$ cat src/rtl/stopwatch_display.sv
// Stopwatch display stage: clamps and converts binary MM:SS to BCD with a
// free-running shift-add-3 converter, then scans a 4-digit common-anode
// 7-segment display and blinks it while paused.
// Ports:
//   clk, rst_n          clock, asynchronous active-low reset
//   minutes[7:0]        binary minutes (>99 displayed as 99)
//   seconds[5:0]        binary seconds (>59 displayed as 59)
//   status[1:0]         00 idle, 01 running, 10 paused, 11 idle
//   an[3:0]             digit enables, active-low (an[0] = seconds ones)
//   seg[6:0]            segments {g,f,e,d,c,b,a}, active-low
//   dp_n                decimal point, active-low, lit on the minutes-ones digit
//   ovf                 committed minutes snapshot was above 99
module stopwatch_display #(
   parameter int unsigned REFRESH_DIV = 50000,
   parameter int unsigned BLINK_DIV   = 25000000
) (
   input  logic       clk,
   input  logic       rst_n,
   input  logic [7:0] minutes,
   input  logic [5:0] seconds,
   input  logic [1:0] status,
   output logic [3:0] an,
   output logic [6:0] seg,
   output logic       dp_n,
   output logic       ovf
);

   localparam int unsigned REF_W = (REFRESH_DIV > 1) ? $clog2(REFRESH_DIV) : 1;
   localparam int unsigned BLK_W = (BLINK_DIV > 1) ? $clog2(BLINK_DIV) : 1;
   localparam logic [REF_W-1:0] REF_LAST = REF_W'(REFRESH_DIV - 1);
   localparam logic [BLK_W-1:0] BLK_LAST = BLK_W'(BLINK_DIV - 1);
   localparam logic [1:0] ST_PAUSED = 2'b10;
   localparam logic [2:0] LAST_SHIFT = 3'd6;

   typedef enum logic [1:0] {S_LOAD, S_SHIFT, S_COMMIT} conv_state_t;

   conv_state_t r_state;
   conv_state_t w_state_nxt;
   logic        w_load;
   logic        w_shift;
   logic        w_commit;

   // Engine layout: {bcd tens[14:11], bcd ones[10:7], binary[6:0]}
   logic [14:0] r_min_eng;
   logic [14:0] r_sec_eng;
   logic        r_ovf_snap;
   logic [2:0]  r_shift_cnt;
   logic [7:0]  r_disp_min;
   logic [7:0]  r_disp_sec;

   logic [REF_W-1:0] r_pre;
   logic [1:0]       r_idx;
   logic [BLK_W-1:0] r_blink_cnt;
   logic             r_blink_phase;

   logic [6:0] w_min_clamp;
   logic [5:0] w_sec_clamp;
   logic       w_tick;
   logic       w_paused;
   logic [3:0] w_digit;
   logic [6:0] w_seg;

   // One shift-add-3 step: correct nibbles >=5, then shift left
   function automatic logic [14:0] dabble(input logic [14:0] v);
      logic [14:0] t;
      t = v;
      if (t[10:7] >= 4'd5)  t[10:7]  = t[10:7] + 4'd3;
      if (t[14:11] >= 4'd5) t[14:11] = t[14:11] + 4'd3;
      return {t[13:0], 1'b0};
   endfunction

   // BCD digit to active-low segments; non-BCD blanks
   function automatic logic [6:0] seg_decode(input logic [3:0] d);
      logic [6:0] s;
      case (d)
         4'd0:    s = 7'h40;
         4'd1:    s = 7'h79;
         4'd2:    s = 7'h24;
         4'd3:    s = 7'h30;
         4'd4:    s = 7'h19;
         4'd5:    s = 7'h12;
         4'd6:    s = 7'h02;
         4'd7:    s = 7'h78;
         4'd8:    s = 7'h00;
         4'd9:    s = 7'h10;
         default: s = 7'h7F;
      endcase
      return s;
   endfunction

   assign w_min_clamp = (minutes > 8'd99) ? 7'd99 : minutes[6:0];
   assign w_sec_clamp = (seconds > 6'd59) ? 6'd59 : seconds;
   assign w_tick      = (r_pre == REF_LAST);
   assign w_paused    = (status == ST_PAUSED);

   // Converter state register
   always_ff @(posedge clk or negedge rst_n) begin
      if (!rst_n) r_state <= S_LOAD;
      else        r_state <= w_state_nxt;
   end

   // Converter next state: LOAD -> 7x SHIFT -> COMMIT -> LOAD
   always_comb begin
      w_state_nxt = r_state;
      case (r_state)
         S_LOAD:   w_state_nxt = S_SHIFT;
         S_SHIFT:  if (r_shift_cnt == LAST_SHIFT) w_state_nxt = S_COMMIT;
         S_COMMIT: w_state_nxt = S_LOAD;
         default:  w_state_nxt = S_LOAD;
      endcase
   end

   // Converter control decode
   always_comb begin
      w_load   = 1'b0;
      w_shift  = 1'b0;
      w_commit = 1'b0;
      case (r_state)
         S_LOAD:   w_load   = 1'b1;
         S_SHIFT:  w_shift  = 1'b1;
         S_COMMIT: w_commit = 1'b1;
         default:  w_load   = 1'b0;
      endcase
   end

   // Converter datapath and display registers
   always_ff @(posedge clk or negedge rst_n) begin
      if (!rst_n) begin
         r_min_eng   <= '0;
         r_sec_eng   <= '0;
         r_ovf_snap  <= 1'b0;
         r_shift_cnt <= '0;
         r_disp_min  <= '0;
         r_disp_sec  <= '0;
         ovf         <= 1'b0;
      end else begin
         if (w_load) begin
            r_min_eng   <= {8'd0, w_min_clamp};
            r_sec_eng   <= {9'd0, w_sec_clamp};
            r_ovf_snap  <= (minutes > 8'd99);
            r_shift_cnt <= '0;
         end
         if (w_shift) begin
            r_min_eng   <= dabble(r_min_eng);
            r_sec_eng   <= dabble(r_sec_eng);
            r_shift_cnt <= r_shift_cnt + 3'd1;
         end
         if (w_commit) begin
            r_disp_min <= r_min_eng[14:7];
            r_disp_sec <= r_sec_eng[14:7];
            ovf        <= r_ovf_snap;
         end
      end
   end

   // Blink counter: held visible unless paused
   always_ff @(posedge clk or negedge rst_n) begin
      if (!rst_n) begin
         r_blink_cnt   <= '0;
         r_blink_phase <= 1'b1;
      end else if (!w_paused) begin
         r_blink_cnt   <= '0;
         r_blink_phase <= 1'b1;
      end else if (r_blink_cnt == BLK_LAST) begin
         r_blink_cnt   <= '0;
         r_blink_phase <= ~r_blink_phase;
      end else begin
         r_blink_cnt   <= r_blink_cnt + BLK_W'(1);
      end
   end

   // Digit currently addressed by the scan index
   always_comb begin
      w_digit = 4'd0;
      case (r_idx)
         2'd0:    w_digit = r_disp_sec[3:0];
         2'd1:    w_digit = r_disp_sec[7:4];
         2'd2:    w_digit = r_disp_min[3:0];
         default: w_digit = r_disp_min[7:4];
      endcase
   end

   assign w_seg = seg_decode(w_digit);

   // Scan: r_idx is the digit shown at the next tick, so the first tick after
   // reset shows idx0; outputs change only on ticks.
   always_ff @(posedge clk or negedge rst_n) begin
      if (!rst_n) begin
         r_pre <= '0;
         r_idx <= '0;
         an    <= 4'b1111;
         seg   <= 7'h7F;
         dp_n  <= 1'b1;
      end else begin
         r_pre <= w_tick ? '0 : r_pre + REF_W'(1);
         if (w_tick) begin
            r_idx <= r_idx + 2'd1;
            if (r_blink_phase) begin
               an   <= ~(4'b0001 << r_idx);
               seg  <= w_seg;
               dp_n <= (r_idx != 2'd2);
            end else begin
               an   <= 4'b1111;
               seg  <= 7'h7F;
               dp_n <= 1'b1;
            end
         end
      end
   end

endmodule
$ cat config.mk
export PLATFORM = sky130hd
export DESIGN_NAME = stopwatch_display
export DESIGN_NICKNAME = d
export VERILOG_FILES = /design/src/rtl/stopwatch_display.sv
export SDC_FILE = /design/constraint.sdc
export NUM_CORES = 1
export LEC_CHECK = 0
export CAP_MARGIN = 20
export CORE_MARGIN = 4
export CORE_UTILIZATION = 55
export DETAILED_ROUTE_END_ITERATION = 16
export PLACE_DENSITY = 0.85
export SLEW_MARGIN = 20
export SYNTH_ARGS = -nofsm -noshare
export SYNTH_HDL_FRONTEND = slang
export SYNTH_SLANG_ARGS = --single-unit
$ cat constraint.sdc
create_clock -name clk -period 2.64 [get_ports clk]
set_input_delay 0.264 -clock clk [delete_from_list [all_inputs] [get_ports clk]]
set_output_delay 0.264 -clock clk [all_outputs]
set_load 0.05 [all_outputs]
==> results of run 1 <==
-- final cells by class --
class                      instances  area [sq um]
fill                             768          3440
sequential                       108          2720
multi-input combinational        378          2360
timing repair buffer              39           380
tap                              129           161
clock buffer                      13           139
inverter                          17          63.8
clock inverter                     3          23.8
-- through the flow --
stage	total power (uW)	std cells
floorplan	1980	531
CTS	2980	687
global placement	2080	670
finish	2940	687
global route	3100	687
detailed placement	2100	670
-- repair_timing --
| action | in CTS | in global routing |
|---|---|---|
| hold endpoints to repair | 42 | 0 |
| hold buffers | 1 | 0 |
| buffers inserted | 0 | 0 |
-- cell families (layout without fill, tap and decap cells) --
family,Yosys count,in the layout
AND/OR/NAND/NOR,206,206
flip-flops,108,108
AO/OA/AOI/OAI,89,89
XOR/XNOR,45,45
buffers and inverters,45,72
adder cells (fa/ha/maj),20,20
multiplexers,18,18
-- registers in the layout, indices dropped and copies added, names as in the netlist --
signal / flops
r_blink_cnt: 25
r_pre: 16
r_min_eng: 15
r_sec_eng: 15
r_disp_min: 8
r_disp_sec: 8
seg: 7
an: 3
r_shift_cnt: 3
r_idx: 2
r_state: 2
dp_n: 1
ovf: 1
r_blink_phase: 1
r_ovf_snap: 1
-- worst paths after layout --
path                                     startpoint                        end  slack [ns]  depth (start not counted)
setup / recovery               r_idx[0]$_DFFE_PN0N_         seg[0]$_DFFE_PN1N_        0.43                          8
hold / removal                                rst_n   r_blink_cnt[9]$_DFF_PN0_        0.42                          2
setup reg to reg               r_idx[0]$_DFFE_PN0N_         seg[0]$_DFFE_PN1N_        0.43                          8
hold reg to reg            r_min_eng[0]$_DFFE_PN0P_   r_min_eng[0]$_DFFE_PN0P_        0.49                          2
max in group asynchronous                     rst_n         seg[3]$_DFFE_PN1N_        1.46                          3
min in group clk                          status[1]  r_blink_phase$_DFFE_PN1P_        0.44                          2
-- routing by layer --
layer | global-route usage [%] | up-vias | share of wire [%]
li1 | - | 1857 | -
met1 | 22.7 | 1829 | 46
met2 | 31.3 | 56 | 50
met3 | 5.04 | 7 | 3.7
met4 | 4.44 | 0 | 1.1
met5 | 0 | - | 0
-- power breakdown --
group	total (uW)	switching [uW]	internal, uW	leakage, uW
registers	1780	49.0	1730	0.00138
logic	283	157	126	0.00107
clock network	882	533	349	0.0000743
total	2940	739	2200	0.00253
-- synth_stat cells (6+ instances only) --
| master | instances | area, sq um |
|---|---|---|
| nand2_1 | 63 | 236 |
| nand4_1 | 10 | 62.6 |
| ha_1 | 20 | 250 |
| mux2i_1 | 6 | 60.1 |
| dfstp_2 | 12 | 315 |
| o21ai_0 | 45 | 225 |
| nor2_1 | 61 | 229 |
| nor3_1 | 7 | 35.0 |
| xor2_1 | 29 | 254 |
| inv_1 | 17 | 63.8 |
| clkbuf_1 | 23 | 86.3 |
| nand3_1 | 18 | 90.1 |
| nor3b_1 | 8 | 60.1 |
| mux2_2 | 12 | 135 |
| nand2b_1 | 12 | 75.1 |
| dfrtp_1 | 96 | 2400 |
| a31oi_1 | 7 | 43.8 |
| xnor2_1 | 16 | 140 |
| a21oi_1 | 18 | 90.1 |
-- critical path, stage by stage, from the launching register on --
cell and delay [ns]:
dfrtp_1 0.43, inv_1 0.13, ha_1 0.25, a222oi_1 0.12, mux2i_1 0.42, inv_1 0.13, ha_1 0.20, and2_1 0.13
o32a_1 0.32
==> impl_metrics.py, run 1 <==
metrics = {
    "yosys": {
        "syn_inst": 531,
        "synth_compound_area_share_pct": 9.94,
        "yosysUniqueCellTypes": 47,
        "ys_warn_count": 0,
        "yosys.area_share.simple_pct": 18.8,
        "netlist_area_sq_mm": 0.00528,
        "synth.avg_cell_area_sq_um": 9.94,
        "synth-edff-count": 0,
        "ys_seq_area_share_pct": 51.5,
        "synthAdderAreaFrac_pct": 4.74,
        "synth_top_family_by_area": "simple AND/OR/NAND/NOR gates",
        "ys.flop_type": "dfrtp_1",
        "synth_nets": 569,
        "synthXorXnorAreaFrac_pct": 7.47,
        "synth_seq_cells": 108,
        "synthArstFlopShare_pct": 100,
        "synth_mux_area_share_pct": 3.70,
    },
    "job": {
        "max-cap-violations": 0,
    },
    "finish": {
        "n_antenna_cell": 0,
        "fin_nets": 591,
        "drive_gt1_share_pct": 9.14,
        "final_util_pct": 63.0,
        "layout_common_cells": "dfrtp_1, nand2_1, nor2_1, o21ai_0",
        "final_area_sq_mm": 0.00585,
        "final_common_cell": "dfrtp_1",
        "syn_to_final_growth_pct": 10.8,
    },
    "timing": {
        "tns_ns": 0,
        "slew_violations": 0,
        "worst_pin_slew_ns": 0.885,
        "setup-violations-final": 0,
        "max_clock_freq_mhz": 453,
        "fin_ws_ns": 0.434,
        "clock_skew_ns": 0.0118,
        "worst_slew_margin_rel_pct": 41.0,
        "min_period_ns": 2.21,
        "finalHoldViolations": 0,
        "whs_ns": 0.417,
        "rsz0062_at_grt": "no",
        "finalCritPeriodShare_pct": 83.6,
    },
    "min_path": {
        "worstHoldPathType": "in2async",
    },
    "critical_path": {
        "end_kind": "register",
        "startpoint_type": "register",
        "critPathKind": "reg2reg",
        "required_ns": 2.94,
        "crit_path_max_fanout": 7,
        "worstPathArrival_ns": 2.51,
    },
    "clocking": {
        "cts_tree": "built",
        "cts_buffers": 9,
        "clock_path_buffers": 2,
        "clk_latency_ns": 0.37,
        "cts_max_level": 3,
        "clk_pin_slew_ns": 0.10,
        "ctsResizeCount": 0,
        "cts_root_buf": "clkbuf_8",
        "cts_sinks": 108,
    },
    "pwr": {
        "p_leak_uw": 0.00253,
        "ir_drop_mv": 0.299,
        "power_density_mw_per_mm2": 504,
    },
    "global_routing": {
        "overflow": 0,
        "grt_max_degree": 56,
        "grt_pass1_wl_um": 16700,
        "gr-usage-all-layers_pct": 18.2,
        "antenna_found_initial": 0,
        "grt_pass1_vias": 3765,
    },
    "place": {
        "placed_cell_area_sq_mm": 0.00567,
        "port_buffers": 30,
        "dpl.hpwl_um": 6560,
        "routabilityCongestion": 0.854,
        "pre_cts_slack_ns": 0.436,
    },
    "detailed_routing": {
        "vias_per_cell": 5.46,
        "finalWirelength_um": 9460,
        "num_vias": 3749,
        "wire_per_inst_um": 13.8,
        "antenna_left": 0,
        "drt_iter0_drc": 135,
        "first_pass_iters": 4,
        "drc_errors": 0,
    },
    "floorplan": {
        "dieWidth_um": 106,
        "dieHeight_um": 106,
        "fp.coreArea_sq_mm": 0.00928,
        "start_util_pct": 56.8,
        "io_pins": 31,
        "dieArea_sq_mm": 0.0112,
        "rows": 35,
    },
    "outcome": {
        "status": "complete, no violations",
    },
}
Power figures use the tool's default switching activity.
==> run 2: changes to the inputs <==
clock period = 2.1 ns   (was 2.64 ns; I/O delays follow)
==> run 2 against run 1 <==
Compared with the run above: sequential share of layout area fell by 2.0 points; via count grew 3.5%; non-clock buffer count rose by 18; combinational power rose by 60%; cell count is 2.6% higher; worst hold slack worse by 0.024 ns; worst setup slack worse by 0.49 ns; critical endpoint is now seg[5]$_DFFE_PN1N_; clock-buffer cell count down 1; the run now ends with negative setup slack left; highest routed layer unchanged; register-to-register slack worse by 0.49 ns.
==> impl_metrics.py, run 2 (same netlist as run 1, synthesis figures left out) <==
metrics = {
    "outcome": {
        "status": "complete, but fails checks",
        "violations": "negative setup slack",
    },
    "finish": {
        "layout_common_cells": "dfrtp_1, nand2_1, nor2_1, o21ai_0",
        "largest_register": "r_blink_cnt",
        "final_area_sq_mm": 0.00610,
        "syn_to_final_growth_pct": 15.7,
        "largest_register_ffs": 25,
        "drive_gt1_share_pct": 14.2,
        "n_antenna_cell": 0,
        "fillCellCount": 691,
        "fin_nets": 609,
        "top_regs": "r_blink_cnt (25), r_pre (16)",
        "final_common_cell": "dfrtp_1",
    },
    "critical_path": {
        "end_kind": "register",
        "critical-path-top-delay-family": "compound AO/OA/AOI/OAI gates",
        "critPathKind": "reg2reg",
        "required_ns": 2.40,
        "crit_chain": "buf_6 > ha_4 > a222oi_1 > mux2i_2 > buf_4 > ha_4 > nor3_4 > a31oi_1 > o22a_1",
        "crit_path_max_fanout": 5,
        "crit_buf_inv": 2,
        "cp_slowest_stage_delay_ns": 0.44,
        "worstPathArrival_ns": 2.46,
        "rrSetupSlack_ns": -0.06,
        "cpMostUsedCell": "ha_4",
        "cp_slowest_cell": "dfrtp_1",
        "startpoint_type": "register",
    },
    "floorplan": {
        "rows": 35,
        "dieArea_sq_mm": 0.0112,
        "dieHeight_um": 106,
        "fp.coreArea_sq_mm": 0.00928,
        "start_util_pct": 56.8,
        "dieWidth_um": 106,
        "io_pins": 31,
    },
    "detailed_routing": {
        "num_vias": 3882,
        "antenna_left": 0,
        "wire_per_inst_um": 14.4,
        "drc_errors": 0,
        "drt_iter0_drc": 189,
        "vias_per_cell": 5.51,
        "first_pass_iters": 5,
        "finalWirelength_um": 10100,
    },
    "timing": {
        "worst_pin_slew_ns": 0.598,
        "finalHoldViolations": 0,
        "slew_violations": 0,
        "fin_ws_ns": -0.0551,
        "rsz0062_at_grt": "yes",
        "finalCritPeriodShare_pct": 103,
        "worst_slew_margin_rel_pct": 60.1,
        "setup-violations-final": 4,
        "min_period_ns": 2.16,
        "clock_skew_ns": 0.0112,
        "max_clock_freq_mhz": 464,
    },
    "place": {
        "port_buffers": 30,
        "placed_cell_area_sq_mm": 0.00578,
        "pre_cts_slack_ns": -0.0911,
        "dpl.hpwl_um": 6960,
        "routabilityCongestion": 0.885,
    },
    "clocking": {
        "cts_root_buf": "clkbuf_8",
        "clk_latency_ns": 0.37,
        "cts_tree": "built",
        "clk_pin_slew_ns": 0.10,
        "cts_buffers": 9,
        "clock_path_buffers": 2,
        "cts_sinks": 108,
        "cts_max_level": 3,
    },
    "global_routing": {
        "grt_max_degree": 49,
        "grt_pass1_vias": 3801,
        "overflow": 0,
        "gr-usage-all-layers_pct": 18.5,
        "grt_pass1_wl_um": 16900,
        "antenna_found_initial": 0,
    },
    "pwr": {
        "p_total_uw": 3880,
        "ir_drop_mv": 0.329,
        "p_leak_uw": 0.00266,
        "power_density_mw_per_mm2": 636,
    },
    "min_path": {
        "worstHoldPathType": "in2async",
    },
    "job": {
        "max-cap-violations": 0,
    },
}
[run 2: cell count changes in the layout (fill, tap and decap cells not counted), moves of 2 or more]
| cell | delta |
|---|---|
| buf_12 | +2 |
| clkbuf_1 | -3 |
| buf_4 | +15 |
| clkbuf_8 | +2 |
| clkinv_4 | +3 |
| ha_4 | +3 |
| ha_1 | -4 |
[run 2: final timing paths]
check / startpoint / endpoint / cells after the start
min in group clk: status[1] / r_blink_phase$_DFFE_PN1P_ / 2
worst max-delay path: r_idx[1]$_DFFE_PN0N_ / seg[5]$_DFFE_PN1N_ / 9
worst max register to register: r_idx[1]$_DFFE_PN0N_ / seg[5]$_DFFE_PN1N_ / 9
max in group asynchronous: rst_n / dp_n$_DFFE_PN1N_ / 3
worst min-delay path: rst_n / r_blink_cnt[8]$_DFF_PN0_ / 2
worst min register to register: r_sec_eng[0]$_DFFE_PN0P_ / r_sec_eng[0]$_DFFE_PN0P_ / 2
[run 2: stage by stage]
step | cells | TNS, ns | util, % | hold slack, ns
floorplan | 531 | 0 | - | -0.0856
global placement | 681 | 0 | 62.3 | 0.254
detailed placement | 681 | -0.169 | 62.3 | 0.263
CTS | 701 | -0.0187 | 64.7 | 0.407
global route | 705 | -0.650 | 65.7 | 0.415
finish | 705 | -0.146 | 65.7 | 0.393
[run 2: timing repair]
action,4_1_cts,5_1_grt
pin swaps,1,4
setup buffers,3,4
resized for setup,3,13
hold buffers,1,0
hold endpoints to repair,45,0
setup endpoints to repair,4,6
[run 2: cell type report]
class | count | area [sq um] | share of cell area [%]
multi-input cells | 378 | 2430 | 39.8
flip-flops and latches | 108 | 2720 | 44.5
clock buffers | 12 | 155 | 2.54
clock inverters | 4 | 33.8 | 0.554
well taps | 129 | 161 | 2.65
inverters | 17 | 63.8 | 1.05
repair buffers | 57 | 544 | 8.92
[run 2: power breakdown]
group | switching (uW) | internal [uW]
logic | 245 | 209
clock network | 686 | 504
registers | 64.3 | 2170
[run 2: routing by layer]
metal	up-vias	track usage (%)	routed length, um
met5	-	0	0
met4	0	5.74	163
met3	19	4.31	415
met2	81	31.6	5160
met1	1896	23.4	4380
li1	1886	-	-
==> run 3: changes to the inputs <==
SLEW_MARGIN = not set   (was 20)
TNS_END_PERCENT = 5   (was not set)
==> run 3 against run 2 <==
Compared with the run above: the run still ends with negative setup slack left; cell count fell by 0.57%; worst hold slack improved by 0.0047 ns; clock skew fell by 0.0012 ns; sequential power barely moved; global-route usage did not move; maximum frequency rose by 2.0%; worst setup slack improved by 0.042 ns; sequential share of layout area rose by 0.60 points; final area fell by 1.3%.
==> impl_metrics.py, run 3 (same netlist as run 1, synthesis figures left out) <==
metrics = {
    "critical_path": {
        "cp_slowest_stage_delay_ns": 0.43,
        "required_ns": 2.40,
        "end_kind": "register",
        "crit_buf_inv": 1,
        "startpoint_type": "register",
        "crit_path_max_fanout": 5,
        "critPathKind": "reg2reg",
        "worstPathArrival_ns": 2.41,
        "critical-path-top-delay-family": "compound AO/OA/AOI/OAI gates",
        "cp_slowest_cell": "a222oi_1",
        "crit_chain": "inv_1 > ha_2 > a222oi_1 > mux2i_1 > o21ai_1 > nand3_2 > o32a_1",
    },
    "detailed_routing": {
        "drc_errors": 0,
        "drt_iter0_drc": 162,
        "vias_per_cell": 5.42,
        "num_vias": 3798,
        "wire_per_inst_um": 13.9,
        "first_pass_iters": 5,
        "finalWirelength_um": 9740,
        "antenna_left": 0,
    },
    "outcome": {
        "status": "complete, but fails checks",
        "violations": "negative setup slack",
    },
    "floorplan": {
        "fp.coreArea_sq_mm": 0.00928,
        "io_pins": 31,
        "dieArea_sq_mm": 0.0112,
        "start_util_pct": 56.8,
        "rows": 35,
        "dieHeight_um": 106,
        "dieWidth_um": 106,
    },
    "finish": {
        "fillCellCount": 709,
        "drive_gt1_share_pct": 12.8,
        "top_regs": "r_blink_cnt (25), r_pre (16)",
        "register_area_sq_mm": 0.00272,
        "fin_nets": 605,
        "largest_register": "r_blink_cnt",
        "n_antenna_cell": 0,
        "stdcell_count": 701,
        "layout_common_cells": "dfrtp_1, nand2_1, nor2_1, o21ai_0",
        "final_common_cell": "dfrtp_1",
        "multiInputGateArea_sq_mm": 0.00238,
        "largest_register_ffs": 25,
        "syn_to_final_growth_pct": 14.1,
    },
    "timing": {
        "worst_slew_margin_rel_pct": 59.9,
        "slew_violations": 0,
        "min_period_ns": 2.11,
        "clock_skew_ns": 0.00997,
        "setup-violations-final": 2,
        "worst_pin_slew_ns": 0.601,
        "max_clock_freq_mhz": 473,
        "fin_ws_ns": -0.0129,
        "whs_ns": 0.398,
        "finalCritPeriodShare_pct": 101,
        "finalHoldViolations": 0,
        "rsz0062_at_grt": "yes",
    },
    "clocking": {
        "cts_buffers": 9,
        "clk_latency_ns": 0.36,
        "cts_tree": "built",
        "clock_path_buffers": 2,
        "clk_pin_slew_ns": 0.10,
        "cts_root_buf": "clkbuf_8",
        "cts_max_level": 3,
        "cts_sinks": 108,
    },
    "global_routing": {
        "grt_pass1_wl_um": 16900,
        "gr-usage-all-layers_pct": 18.5,
        "grt_max_degree": 49,
        "overflow": 0,
        "antenna_found_initial": 0,
        "grt_pass1_vias": 3801,
    },
    "pwr": {
        "p_leak_uw": 0.00263,
        "ir_drop_mv": 0.328,
        "power_density_mw_per_mm2": 636,
        "p_total_uw": 3830,
    },
    "place": {
        "dpl.hpwl_um": 6960,
        "dpl.cell_count": 681,
        "routabilityCongestion": 0.885,
        "port_buffers": 30,
    },
    "job": {
        "max-cap-violations": 0,
    },
    "min_path": {
        "worstHoldPathType": "in2async",
    },
}
==> run 3: area by class of cell <==
cell class	instances	area share, %
inverters	17	1.06
flip-flops and latches	108	45.1
repair buffers	53	8.48
well taps	129	2.68
clock inverters	4	0.561
multi-input cells	378	39.5
clock buffers	12	2.58
==> run 3: per-layer routing <==
metal | up-vias | GRT usage (%) | share of wire [%]
met4 | 0 | 5.74 | 0.79
met1 | 1834 | 23.4 | 44
met5 | - | 0 | 0
li1 | 1878 | - | -
met2 | 78 | 31.6 | 51
met3 | 8 | 4.31 | 3.7
==> run 3: through the flow <==
step / util, % / TNS [ns] / setup WS [ns] / area (sq um)
after floorplan: - / 0 / 0.0798 / 5280
after global placement: 62.3 / 0 / 0.0467 / 5780
after detailed placement: 62.3 / -0.169 / -0.0911 / 5780
after CTS: 64.7 / -0.0187 / -0.0170 / 6010
after global routing: 64.9 / -0.434 / -0.148 / 6020
final: 64.9 / -0.0151 / -0.0129 / 6020
==> run 3: path summary, 6_finish.rpt <==
path,from,endpoint,slack [ns],depth (start not counted)
min reg2reg,r_sec_eng[0]$_DFFE_PN0P_,r_sec_eng[0]$_DFFE_PN0P_,0.49,2
max reg2reg,r_idx[0]$_DFFE_PN0N_,seg[3]$_DFFE_PN1N_,-0.01,7
max in group asynchronous,rst_n,dp_n$_DFFE_PN1N_,0.99,3
min in group clk,status[1],r_blink_phase$_DFFE_PN1P_,0.42,2
min,rst_n,r_blink_cnt[23]$_DFF_PN0_,0.40,2
max,r_idx[0]$_DFFE_PN0N_,seg[3]$_DFFE_PN1N_,-0.01,7
==> run 3: what timing repair did <==
action,in CTS,in global routing
pin swaps,1,2
endpoints found under the setup margin,4,6
buffers inserted,3,0
hold endpoints to repair,45,0
resized for setup,3,3
hold buffers,1,0
==> run 3: where the power goes <==
| group | internal [uW] | total [uW] | leakage, uW | switching (uW) |
|---|---|---|---|---|
| combinational | 186 | 409 | 0.00116 | 223 |
| clock | 504 | 1180 | 0.0000928 | 676 |
| sequential | 2170 | 2240 | 0.00138 | 64.0 |
| total | 2860 | 3830 | 0.00263 | 963 |
